$ cat src/rtl/fpu_arbiter_if.sv
// Bundle of requester, response and FPU-side signals shared between the
// arbiter (slave) and its environment (master: requesters plus FPU).
`timescale 1ns/1ps
interface fpu_arbiter_if;
   logic        req0_valid;
   logic        req1_valid;
   logic [31:0] req0_op_a;
   logic [31:0] req0_op_b;
   logic [31:0] req1_op_a;
   logic [31:0] req1_op_b;
   logic        req0_ready;
   logic        req1_ready;
   logic        rsp0_valid;
   logic        rsp1_valid;
   logic        rsp0_ready;
   logic        rsp1_ready;
   logic [31:0] rsp_data;
   logic [3:0]  rsp_status;
   logic        busy;
   logic        fpu_reset_n;
   logic [31:0] fpu_op_a;
   logic [31:0] fpu_op_b;
   logic [31:0] fpu_data_in;
   logic [3:0]  fpu_status_in;

   modport slave (
      input  req0_valid, req1_valid, req0_op_a, req0_op_b, req1_op_a, req1_op_b,
      input  rsp0_ready, rsp1_ready, fpu_data_in, fpu_status_in,
      output req0_ready, req1_ready, rsp0_valid, rsp1_valid, rsp_data, rsp_status,
      output busy, fpu_reset_n, fpu_op_a, fpu_op_b
   );

   modport master (
      output req0_valid, req1_valid, req0_op_a, req0_op_b, req1_op_a, req1_op_b,
      output rsp0_ready, rsp1_ready, fpu_data_in, fpu_status_in,
      input  req0_ready, req1_ready, rsp0_valid, rsp1_valid, rsp_data, rsp_status,
      input  busy, fpu_reset_n, fpu_op_a, fpu_op_b
   );
endinterface

$ cat src/rtl/fpu_arbiter.sv
// Round-robin two-port sequencer for the handshake-less FPU adder: launches it
// with a one-cycle reset pulse, captures the result after a fixed latency.
//
// state     | meaning
// S_IDLE    | waiting for a requester; grant computed combinationally
// S_LAUNCH  | fpu_reset_n held low for one cycle to start the FPU
// S_WAIT    | counting FPU latency, capture on the last count
// S_RESPOND | response valid on the granted port until consumed
`timescale 1ns/1ps
module fpu_arbiter #(
   parameter int FPU_LATENCY = 9
) (
   input logic          i_clock_100KHz,
   input logic          i_reset,
   fpu_arbiter_if.slave bus
);
   typedef enum logic [1:0] {S_IDLE, S_LAUNCH, S_WAIT, S_RESPOND} state_t;

   localparam logic [3:0] LastCnt = 4'(FPU_LATENCY - 1);

   state_t      r_state;
   state_t      w_next;
   logic        r_grant;
   logic        r_last_grant;
   logic [3:0]  r_cnt;
   logic        r_fpu_reset_n;
   logic [31:0] r_op_a;
   logic [31:0] r_op_b;
   logic [31:0] r_rsp_data;
   logic [3:0]  r_rsp_status;
   logic        w_gnt;
   logic        w_xfer;
   logic        w_rsp_take;
   logic        w_capture;

   always_ff @(posedge i_clock_100KHz) begin
      if (i_reset) r_state <= S_IDLE;
      else         r_state <= w_next;
   end

   always_comb begin
      w_next = r_state;
      case (r_state)
         S_IDLE:    if (w_xfer) w_next = S_LAUNCH;
         S_LAUNCH:  w_next = S_WAIT;
         S_WAIT:    if (w_capture) w_next = S_RESPOND;
         S_RESPOND: if (w_rsp_take) w_next = S_IDLE;
         default:   w_next = S_IDLE;
      endcase
   end

   always_comb begin
      // On a tie the port that did not win last time gets the grant.
      w_gnt          = (bus.req0_valid && bus.req1_valid) ? ~r_last_grant : bus.req1_valid;
      bus.req0_ready = (r_state == S_IDLE) && !w_gnt && bus.req0_valid;
      bus.req1_ready = (r_state == S_IDLE) &&  w_gnt && bus.req1_valid;
      w_xfer         = bus.req0_ready || bus.req1_ready;
      bus.rsp0_valid = (r_state == S_RESPOND) && !r_grant;
      bus.rsp1_valid = (r_state == S_RESPOND) &&  r_grant;
      w_rsp_take     = (bus.rsp0_valid && bus.rsp0_ready) || (bus.rsp1_valid && bus.rsp1_ready);
      w_capture      = (r_state == S_WAIT) && (r_cnt == LastCnt);
      bus.busy       = (r_state != S_IDLE);
   end

   always_ff @(posedge i_clock_100KHz) begin
      if (i_reset) begin
         r_fpu_reset_n <= 1'b0;
         r_grant       <= 1'b0;
         r_last_grant  <= 1'b1;
         r_cnt         <= 4'd0;
         r_op_a        <= 32'd0;
         r_op_b        <= 32'd0;
         r_rsp_data    <= 32'd0;
         r_rsp_status  <= 4'd0;
      end else begin
         r_fpu_reset_n <= (w_next != S_LAUNCH);
         if (w_xfer) begin
            r_grant <= w_gnt;
            r_op_a  <= w_gnt ? bus.req1_op_a : bus.req0_op_a;
            r_op_b  <= w_gnt ? bus.req1_op_b : bus.req0_op_b;
         end
         if (r_state == S_LAUNCH)    r_cnt <= 4'd0;
         else if (r_state == S_WAIT) r_cnt <= r_cnt + 4'd1;
         if (w_capture) begin
            r_rsp_data   <= bus.fpu_data_in;
            r_rsp_status <= bus.fpu_status_in;
         end
         if (w_rsp_take) r_last_grant <= r_grant;
      end
   end

   assign bus.fpu_reset_n = r_fpu_reset_n;
   assign bus.fpu_op_a    = r_op_a;
   assign bus.fpu_op_b    = r_op_b;
   assign bus.rsp_data    = r_rsp_data;
   assign bus.rsp_status  = r_rsp_status;
endmodule

$ cat src/flat_wrapper.sv
// flat-port wrapper written by rule: the top's interface ports become plain ports
module fpu_arbiter_flat 
#(
   parameter int FPU_LATENCY = 9
)
  (i_clock_100KHz, i_reset, bus_req0_valid, bus_req1_valid, bus_req0_op_a, bus_req0_op_b, bus_req1_op_a, bus_req1_op_b, bus_rsp0_ready, bus_rsp1_ready, bus_fpu_data_in, bus_fpu_status_in, bus_req0_ready, bus_req1_ready, bus_rsp0_valid, bus_rsp1_valid, bus_rsp_data, bus_rsp_status, bus_busy, bus_fpu_reset_n, bus_fpu_op_a, bus_fpu_op_b);
  fpu_arbiter_if bus_i ();
  input logic i_clock_100KHz;
  input logic i_reset;
  input wire logic [$bits(bus_i.req0_valid)-1:0] bus_req0_valid;
  input wire logic [$bits(bus_i.req1_valid)-1:0] bus_req1_valid;
  input wire logic [$bits(bus_i.req0_op_a)-1:0] bus_req0_op_a;
  input wire logic [$bits(bus_i.req0_op_b)-1:0] bus_req0_op_b;
  input wire logic [$bits(bus_i.req1_op_a)-1:0] bus_req1_op_a;
  input wire logic [$bits(bus_i.req1_op_b)-1:0] bus_req1_op_b;
  input wire logic [$bits(bus_i.rsp0_ready)-1:0] bus_rsp0_ready;
  input wire logic [$bits(bus_i.rsp1_ready)-1:0] bus_rsp1_ready;
  input wire logic [$bits(bus_i.fpu_data_in)-1:0] bus_fpu_data_in;
  input wire logic [$bits(bus_i.fpu_status_in)-1:0] bus_fpu_status_in;
  output wire logic [$bits(bus_i.req0_ready)-1:0] bus_req0_ready;
  output wire logic [$bits(bus_i.req1_ready)-1:0] bus_req1_ready;
  output wire logic [$bits(bus_i.rsp0_valid)-1:0] bus_rsp0_valid;
  output wire logic [$bits(bus_i.rsp1_valid)-1:0] bus_rsp1_valid;
  output wire logic [$bits(bus_i.rsp_data)-1:0] bus_rsp_data;
  output wire logic [$bits(bus_i.rsp_status)-1:0] bus_rsp_status;
  output wire logic [$bits(bus_i.busy)-1:0] bus_busy;
  output wire logic [$bits(bus_i.fpu_reset_n)-1:0] bus_fpu_reset_n;
  output wire logic [$bits(bus_i.fpu_op_a)-1:0] bus_fpu_op_a;
  output wire logic [$bits(bus_i.fpu_op_b)-1:0] bus_fpu_op_b;
  assign bus_i.req0_valid = bus_req0_valid;
  assign bus_i.req1_valid = bus_req1_valid;
  assign bus_i.req0_op_a = bus_req0_op_a;
  assign bus_i.req0_op_b = bus_req0_op_b;
  assign bus_i.req1_op_a = bus_req1_op_a;
  assign bus_i.req1_op_b = bus_req1_op_b;
  assign bus_i.rsp0_ready = bus_rsp0_ready;
  assign bus_i.rsp1_ready = bus_rsp1_ready;
  assign bus_i.fpu_data_in = bus_fpu_data_in;
  assign bus_i.fpu_status_in = bus_fpu_status_in;
  assign bus_req0_ready = bus_i.req0_ready;
  assign bus_req1_ready = bus_i.req1_ready;
  assign bus_rsp0_valid = bus_i.rsp0_valid;
  assign bus_rsp1_valid = bus_i.rsp1_valid;
  assign bus_rsp_data = bus_i.rsp_data;
  assign bus_rsp_status = bus_i.rsp_status;
  assign bus_busy = bus_i.busy;
  assign bus_fpu_reset_n = bus_i.fpu_reset_n;
  assign bus_fpu_op_a = bus_i.fpu_op_a;
  assign bus_fpu_op_b = bus_i.fpu_op_b;
  fpu_arbiter #(.FPU_LATENCY(FPU_LATENCY)) u_core (.i_clock_100KHz(i_clock_100KHz), .i_reset(i_reset), .bus(bus_i));
endmodule
$ cat config.mk
export PLATFORM = sky130hd
export DESIGN_NAME = fpu_arbiter_flat
export DESIGN_NICKNAME = d
export VERILOG_FILES = /design/src/rtl/fpu_arbiter_if.sv /design/src/rtl/fpu_arbiter.sv /design/src/flat_wrapper.sv
export SDC_FILE = /design/constraint.sdc
export NUM_CORES = 1
export LEC_CHECK = 0
export BUFFER_PORTS_ARGS = -buffer_cell sky130_fd_sc_hd__buf_2
export CORE_MARGIN = 4
export CORE_UTILIZATION = 48
export DETAILED_ROUTE_END_ITERATION = 10
export GPL_TIMING_DRIVEN = 0
export PLACE_DENSITY = 0.86
export SYNTH_ARGS = -nofsm -noshare
export SYNTH_HDL_FRONTEND = slang
export SYNTH_SLANG_ARGS = --single-unit
$ cat constraint.sdc
create_clock -name i_clock_100KHz -period 4 [get_ports i_clock_100KHz]
set_input_delay 0.2 -clock i_clock_100KHz [delete_from_list [all_inputs] [get_ports i_clock_100KHz]]
set_output_delay 0.2 -clock i_clock_100KHz [all_outputs]
set_load 0.02 [all_outputs]
==> summary.md, run 1 <==
| Metric | Value |
|---|---|
| DP Area | `6610 um2` |
| Max Slew Vio Count | `0` |
| Status | `finished, final reports clean` |
| Internal power | `1.73 mW` |
| R2R depth | `5` |
| Synthesized Nets | `751` |
| Layout cell share with drive strength beyond 1 | `42.5%` |
| Final net count | `1036` |
| Clock Skews | `0.0151 ns` |
| Total die area | `12300 um2` |
| Mean Syn Cell Area | `8.75 um2` |
| CP Launch Type | `register` |
| Fmax | `516 MHz` |
| Combinational power share | `29.4%` |
| Post_cts resized | `0` |
| Power Dens Cells | `386 nW/um2` |
| Gr usage total | `25.0%` |
| Hold slack | `0.0784 ns` |
| Crit Path Max Fanout | `10` |
| Endpoints failing hold | `0` |
| Area of the core | `10300 um2` |
| Yosys reg bits | `109` |
| End point of the critical path | `bus_req1_ready` |
| Rows | `37` |
| GPL Wtd Cong | `0.862` |
| R2r endpoint | `u_core.bus.fpu_op_a[22]` |
| Peak VDD IR | `268 uV` |
| IO Pins | `276` |
| Setup_tns | `0 ns` |
| Drt pass-1 iters | `5` |
| Sequential fraction of the synthesis area | `43.1%` |
| Reg power frac | `47.2%` |
| DIE HEIGHT | `111 um` |
| GR Util met2 | `44.7%` |
| Met3 usage | `8.84%` |
| Routed Wire Length | `16000 um` |
| Top cell type's share of synthesized area | `43.1%` |
| DRC | `0` |
| Final worst path period share | `48.5%` |
| Synth area leader | `dfxtp_1` |
| Avg WL per Cell | `15.9 um` |
| Die width | `111 um` |
| Antenna-violating nets left | `0` |
| Worst-Skew Late Latency | `0.36 ns` |
| CTS Hold Bufs | `0` |
| Psw | `0.888 mW` |
| Slew @ Worst Pin | `0.694 ns` |
| Worst R2R Start | `u_core.r_last_grant` |
| Post-synth cell types | `37` |
| Most frequent cells in the layout | `buf_2, nand2_1, dfxtp_1, a21oi_1, a311oi_2` |
| Share of total power in the clock network | `23.4%` |
| Most common cell after layout, fill and taps aside | `buf_2` |
| H-tree depth | `3` |
| Root Buffer | `clkbuf_8` |
| Initial cell density of the core | `49.1%` |
| Flop2flop setup slack | `2.49 ns` |
| Design Power | `2.62 mW` |
| Total gr overflow | `0` |
| Switch share | `33.9%` |
| Mapped Cells | `579` |
| Leakage power | `3.14 nW` |
| Tmin final | `1.94 ns` |
| Kind of critical path | `reg -> out` |
| CP Capture Type | `output port` |
| Largest net degree at the start of global routing | `18` |
| Syn. warnings | `0` |
| Routed vias | `5305` |
| 1st-iter DRT viols | `282` |
| Worst slew margin | `53.7%` |
| CTS sink cnt | `109` |
| HP Class | `in -> reg` |
| Initial antenna violation count | `3` |
| Post-CTS setup buffer count | `0` |
| Clk slew on worst S/H paths | `0.10 ns` |
| Grt peak-use layer | `met2` |
| Largest cells by area after synthesis | `dfxtp_1, nand2_1, a311oi_2, mux2i_1, a21oi_1` |
| Port bufs | `274` |
| Max cap viols | `0` |
| Post-layout util | `65.7%` |
| Crit path DAT | `1.74 ns` |
| Synth-to-Final Area Change | `34.0%` |
| RSZ-0062 raised after global routing | `false` |
| Fillers | `961` |
| Total CTS buffers | `9` |
| # setup viols final | `0` |
| First-pass GRT wire length | `25400 um` |
| Number of global-route vias before repair | `5272` |
| Dpl hpwl | `12700 um` |
| Design Area, Final | `6790 um2` |
| CTS tree | `built` |
| Vias per Instance | `5.27` |
| Critical Path RT | `3.80 ns` |
| Met1 GRT Util | `26.4%` |
| Clock buffer depth | `2` |
| CP Launch Point | `u_core.r_state[0]` |
| Mapped Area | `5060 um2` |
-- worst min-delay path by stage --
stage	startpoint	endpoint	slack (ns)	cells past startpoint
finish	bus_fpu_data_in[11]	u_core.bus.rsp_data[11]	0.08	3
global route	bus_fpu_data_in[12]	u_core.bus.rsp_data[12]	0.07	3
CTS	bus_fpu_data_in[11]	u_core.bus.rsp_data[11]	0.06	3
detailed placement	u_core.bus.rsp_data[2]	u_core.bus.rsp_data[2]	0.45	2
global placement	u_core.bus.rsp_data[3]	u_core.bus.rsp_data[3]	0.44	2
floorplan	bus_fpu_data_in[28]	u_core.bus.rsp_data[28]	0.34	2
-- power groups by stage --
stage	registers, mW	clock network (mW)	logic, mW
6_report	1.24	0.613	0.771
3_3_place_gp	1.26	0	0.766
4_1_cts	1.24	0.631	0.776
2_1_floorplan	1.37	0	0.385
5_1_grt	1.25	0.668	0.841
3_5_place_dp	1.26	0	0.775
-- cell usage after synthesis (all sizes together) --
cell type	instances
a211oi	1
mux2i	37
inv	5
nor4bb	1
clkbuf	20
nor2b	1
ha	2
xnor2	1
nor2	9
and2	2
or3b	1
nor3	1
a311oi	64
o21ai	2
a21oi	67
a21bo	1
a21boi	1
mux2	1
or2	1
nand2	203
o31a	1
a31oi	2
or3	1
a22oi	2
and3	1
nand3b	1
buf	37
dfxtp	109
nand2b	1
nand3	3
-- through the flow --
step	std cells	setup WS, ns
4_1_cts	1005	2.03
3_3_place_gp	989	2.41
3_5_place_dp	989	2.43
2_1_floorplan	579	2.55
5_1_grt	1006	1.91
6_report	1006	2.06
-- logic make-up after synthesis --
logic type	Yosys count	share of synthesized area, %
buffers and inverters	62	7.04
AO/OA/AOI/OAI	141	24.0
flip-flops	109	43.1
adder cells (fa/ha/maj)	2	0.494
XOR/XNOR	1	0.173
multiplexers	38	7.53
AND/OR/NAND/NOR	226	17.7
-- flip-flops by register name, indices dropped and copies added, names as in the netlist --
register                flops
u_core.r_state              2
u_core.r_grant              1
u_core.bus.fpu_op_b        32
u_core.bus.rsp_status       4
u_core.r_last_grant         1
u_core.r_cnt                4
u_core.bus.fpu_reset_n      1
u_core.bus.rsp_data        32
u_core.bus.fpu_op_a        32
-- cell type report --
cell class	instances	area, um2	area share [%]
clock inverter	4	32.5	0.479
multi-input combinational	408	2530	37.2
clock buffer	12	145	2.14
buffer	57	338	4.98
antenna	1	2.50	0.0369
inverter	5	18.8	0.277
tap	136	170	2.51
timing repair buffer	274	1370	20.2
sequential	109	2180	32.2
-- metal layers --
metal	vias to the layer above	wire, um
li1	2598	-
met5	-	21
met3	50	1500
met4	4	649
met1	2413	5770
met2	240	8000
-- worst max-delay path: stages (launching register included) --
cell and delay (ns):
dfxtp_1 0.36, nor2_4 0.23, buf_4 0.22, buf_2 0.24
inv_1 0.07, nor2_1 0.09, buf_2 0.17
(Power assumes the default switching activity.)
==> inputs of run 2 (changes only) <==
Settings changed: CORE_UTILIZATION 48 to 41, PLACE_DENSITY 0.86 to 0.78.
Clock period 4 ns to 1.7 ns, I/O delays scaled along.
==> summary.md, run 2 (same netlist as run 1, synthesis figures left out) <==
| Metric | Value |
|---|---|
| Number of diodes | `0 (-1)` |
| Antenna-violating nets left | `0 (unchanged)` |
| CP max-delay cell | `or3b_4` |
| Grt peak-use layer | `met2` |
| Vias per Instance | `5.16 (-2.2%)` |
| Avg WL per Cell | `16.6 um (+4.7%)` |
| Power Dens Cells | `958 nW/um2 (+150%)` |
| Slew @ Worst Pin | `0.722 ns (+0.0280 ns)` |
| Largest net degree at the start of global routing | `20 (+2)` |
| Most frequent cells in the layout | `buf_2, nand2_1, dfxtp_1, dlygate4sd3_1, a21oi_1` |
| Fmax | `632 MHz` |
| Gr usage total | `25.3% (+0.34 points)` |
| CP Launch Type | `register` |
| Register area | `2180 um2 (about the same)` |
| Clock Skews | `0.00910 ns (-0.00597 ns)` |
| Die width | `119 um (+7.6%)` |
| Endpoints failing hold | `0 (unchanged)` |
| CTS tree | `built` |
| Post-layout util | `64.9% (-0.79 points)` |
| GPL Wtd Cong | `0.818 (-5.1%)` |
| GR Util met2 | `45.7% (+1.1 points)` |
| CP most frequent cell | `buf_4` |
| Total die area | `14200 um2 (+16%)` |
| Peak VDD IR | `579 uV (+120%)` |
| Critical path's top delay family | `simple AND/OR/NAND/NOR gates` |
| Routed vias | `5755 (+8.5%)` |
| Clock buffer depth | `2 (unchanged)` |
| RSZ-0062 raised after global routing | `false` |
| Met1 GRT Util | `27.5% (+1.1 points)` |
| Crit path buffers/inverters | `2 (-2)` |
| Status | `finished, final reports clean` |
| Routed Wire Length | `18500 um (+16%)` |
| Clk slew on worst S/H paths | `0.07 ns (-0.03 ns)` |
| CP Capture Type | `output port` |
| 1st-iter DRT viols | `375 (+33%)` |
| Initial antenna violation count | `0 (-3)` |
| Dpl hpwl | `12400 um (-2.6%)` |
| Number of global-route vias before repair | `5805 (+10%)` |
| Crit Path Max Fanout | `10 (unchanged)` |
| Area occupied by multi-input gates | `2530 um2 (+0.20%)` |
| Tmin final | `1.58 ns` |
| Critical Path Max Stage Delay | `0.38 ns (+0.02 ns)` |
| Fillers | `943 (-1.9%)` |
| Rows | `40 (+8.1%)` |
| Root Buffer | `clkbuf_16` |
| # setup viols final | `0 (unchanged)` |
| Worst-Skew Late Latency | `0.36 ns (about the same)` |
| Leakage power | `3.58 nW (+14%)` |
| Max cap viols | `0 (unchanged)` |
| Total gr overflow | `0 (unchanged)` |
| Port bufs | `274 (unchanged)` |
| DRC | `0 (unchanged)` |
| H-tree depth | `3 (unchanged)` |
| Most common cell after layout, fill and taps aside | `buf_2` |
| Kind of critical path | `reg -> out` |
| Critical Path RT | `1.62 ns (-2.18 ns)` |
| Critical-path cell list | `buf_4, or3b_4, nor2_2, buf_4` |
| Synth-to-Final Area Change | `54.7%` |
| DIE HEIGHT | `119 um (+7.6%)` |
| CTS sink cnt | `109 (unchanged)` |
| Max Slew Vio Count | `0 (unchanged)` |
| Final worst path period share | `93.1%` |
| IO Pins | `276 (unchanged)` |
| Setup_tns | `0 ns (unchanged)` |
| Final net count | `1115 (+7.6%)` |
| Crit path DAT | `1.50 ns (-0.24 ns)` |
| Drt pass-1 iters | `5 (unchanged)` |
| Worst slew margin | `51.8% (-1.9 points)` |
| Met3 usage | `6.79% (-2.1 points)` |
| First-pass GRT wire length | `29200 um (+15%)` |
| HP Class | `in -> reg` |
| Area of the core | `12100 um2 (+17%)` |
| Layout cell share with drive strength beyond 1 | `39.5% (-3.0 points)` |
| Initial cell density of the core | `42.0% (-7.1 points)` |
| Total CTS buffers | `9 (unchanged)` |
==> run 2: changes by cell type in the layout (fill, tap and decap cells not counted), moves of 2 or more <==
cell / before / now
clkbuf_8: 10 / 0
bufinv_16: 0 / 4
clkinvlp_4: 2 / 0
clkbuf_2: 0 / 2
clkbuf_1: 22 / 17
dlygate4sd3_1: 0 / 81
clkbuf_16: 0 / 9
buf_2: 295 / 292
==> run 2: power by group <==
part / total (mW) / switching, mW / internal, mW
Sequential: 2.92 / 0.133 / 2.78
Clock: 2.59 / 0.991 / 1.60
Combinational: 2.00 / 1.16 / 0.837
==> run 2: what timing repair did <==
action | 4_1_cts | 5_1_grt
endpoints found under the hold margin | 60 | 0
buffers inserted | 0 | 0
resized for setup | 5 | 5
hold buffers | 81 | 0
endpoints found under the setup margin | 3 | 3
pin swaps | 0 | 1
==> run 2: path summary, 6_finish.rpt <==
kind                                             start                      end  slack, ns  cells past startpoint
worst min register to register  u_core.bus.rsp_data[3]   u_core.bus.rsp_data[3]       0.45                      2
worst max register to register       u_core.r_state[1]  u_core.bus.fpu_op_a[11]       0.12                      4
worst min-delay path                 bus_req0_op_a[26]  u_core.bus.fpu_op_a[26]       0.02                      3
worst max-delay path                 u_core.r_state[1]           bus_req0_ready       0.12                      4
==> run 2: area by class of cell <==
type | count | share of cell area, %
repair buffers | 355 | 27.9
clock buffers | 9 | 2.87
well taps | 168 | 2.68
clock inverters | 7 | 1.82
plain buffers | 55 | 4.31
multi-input cells | 408 | 32.3
flip-flops and latches | 109 | 27.9
inverters | 5 | 0.240
==> run 2: stage by stage <==
stage               area, um2  hold WS [ns]  cells  worst slack (ns)  power [mW]
global placement         6650         0.336   1021             0.135        4.78
global route             7830        0.0152   1116            0.0261        7.83
floorplan                5060         0.227    579             0.361        4.13
detailed placement       6650         0.337   1021             0.140        4.81
CTS                      7830       0.00337   1117            0.0120        7.52
finish                   7830        0.0156   1116             0.118        7.50
==> run 2: layer usage <==
| metal | vias up | share of wire (%) |
|---|---|---|
| li1 | 2751 | - |
| met1 | 2671 | 38 |
| met2 | 277 | 50 |
| met3 | 56 | 8.8 |
| met4 | 0 | 3.6 |
| met5 | - | 0 |
==> run 2: worst register-to-register path: cells and delay by family (launching register included) <==
family / cells / cell delay (ns)
simple gates: 2 / 0.51
compound gates: 1 / 0.17
buf+inv: 1 / 0.40
flops: 1 / 0.35
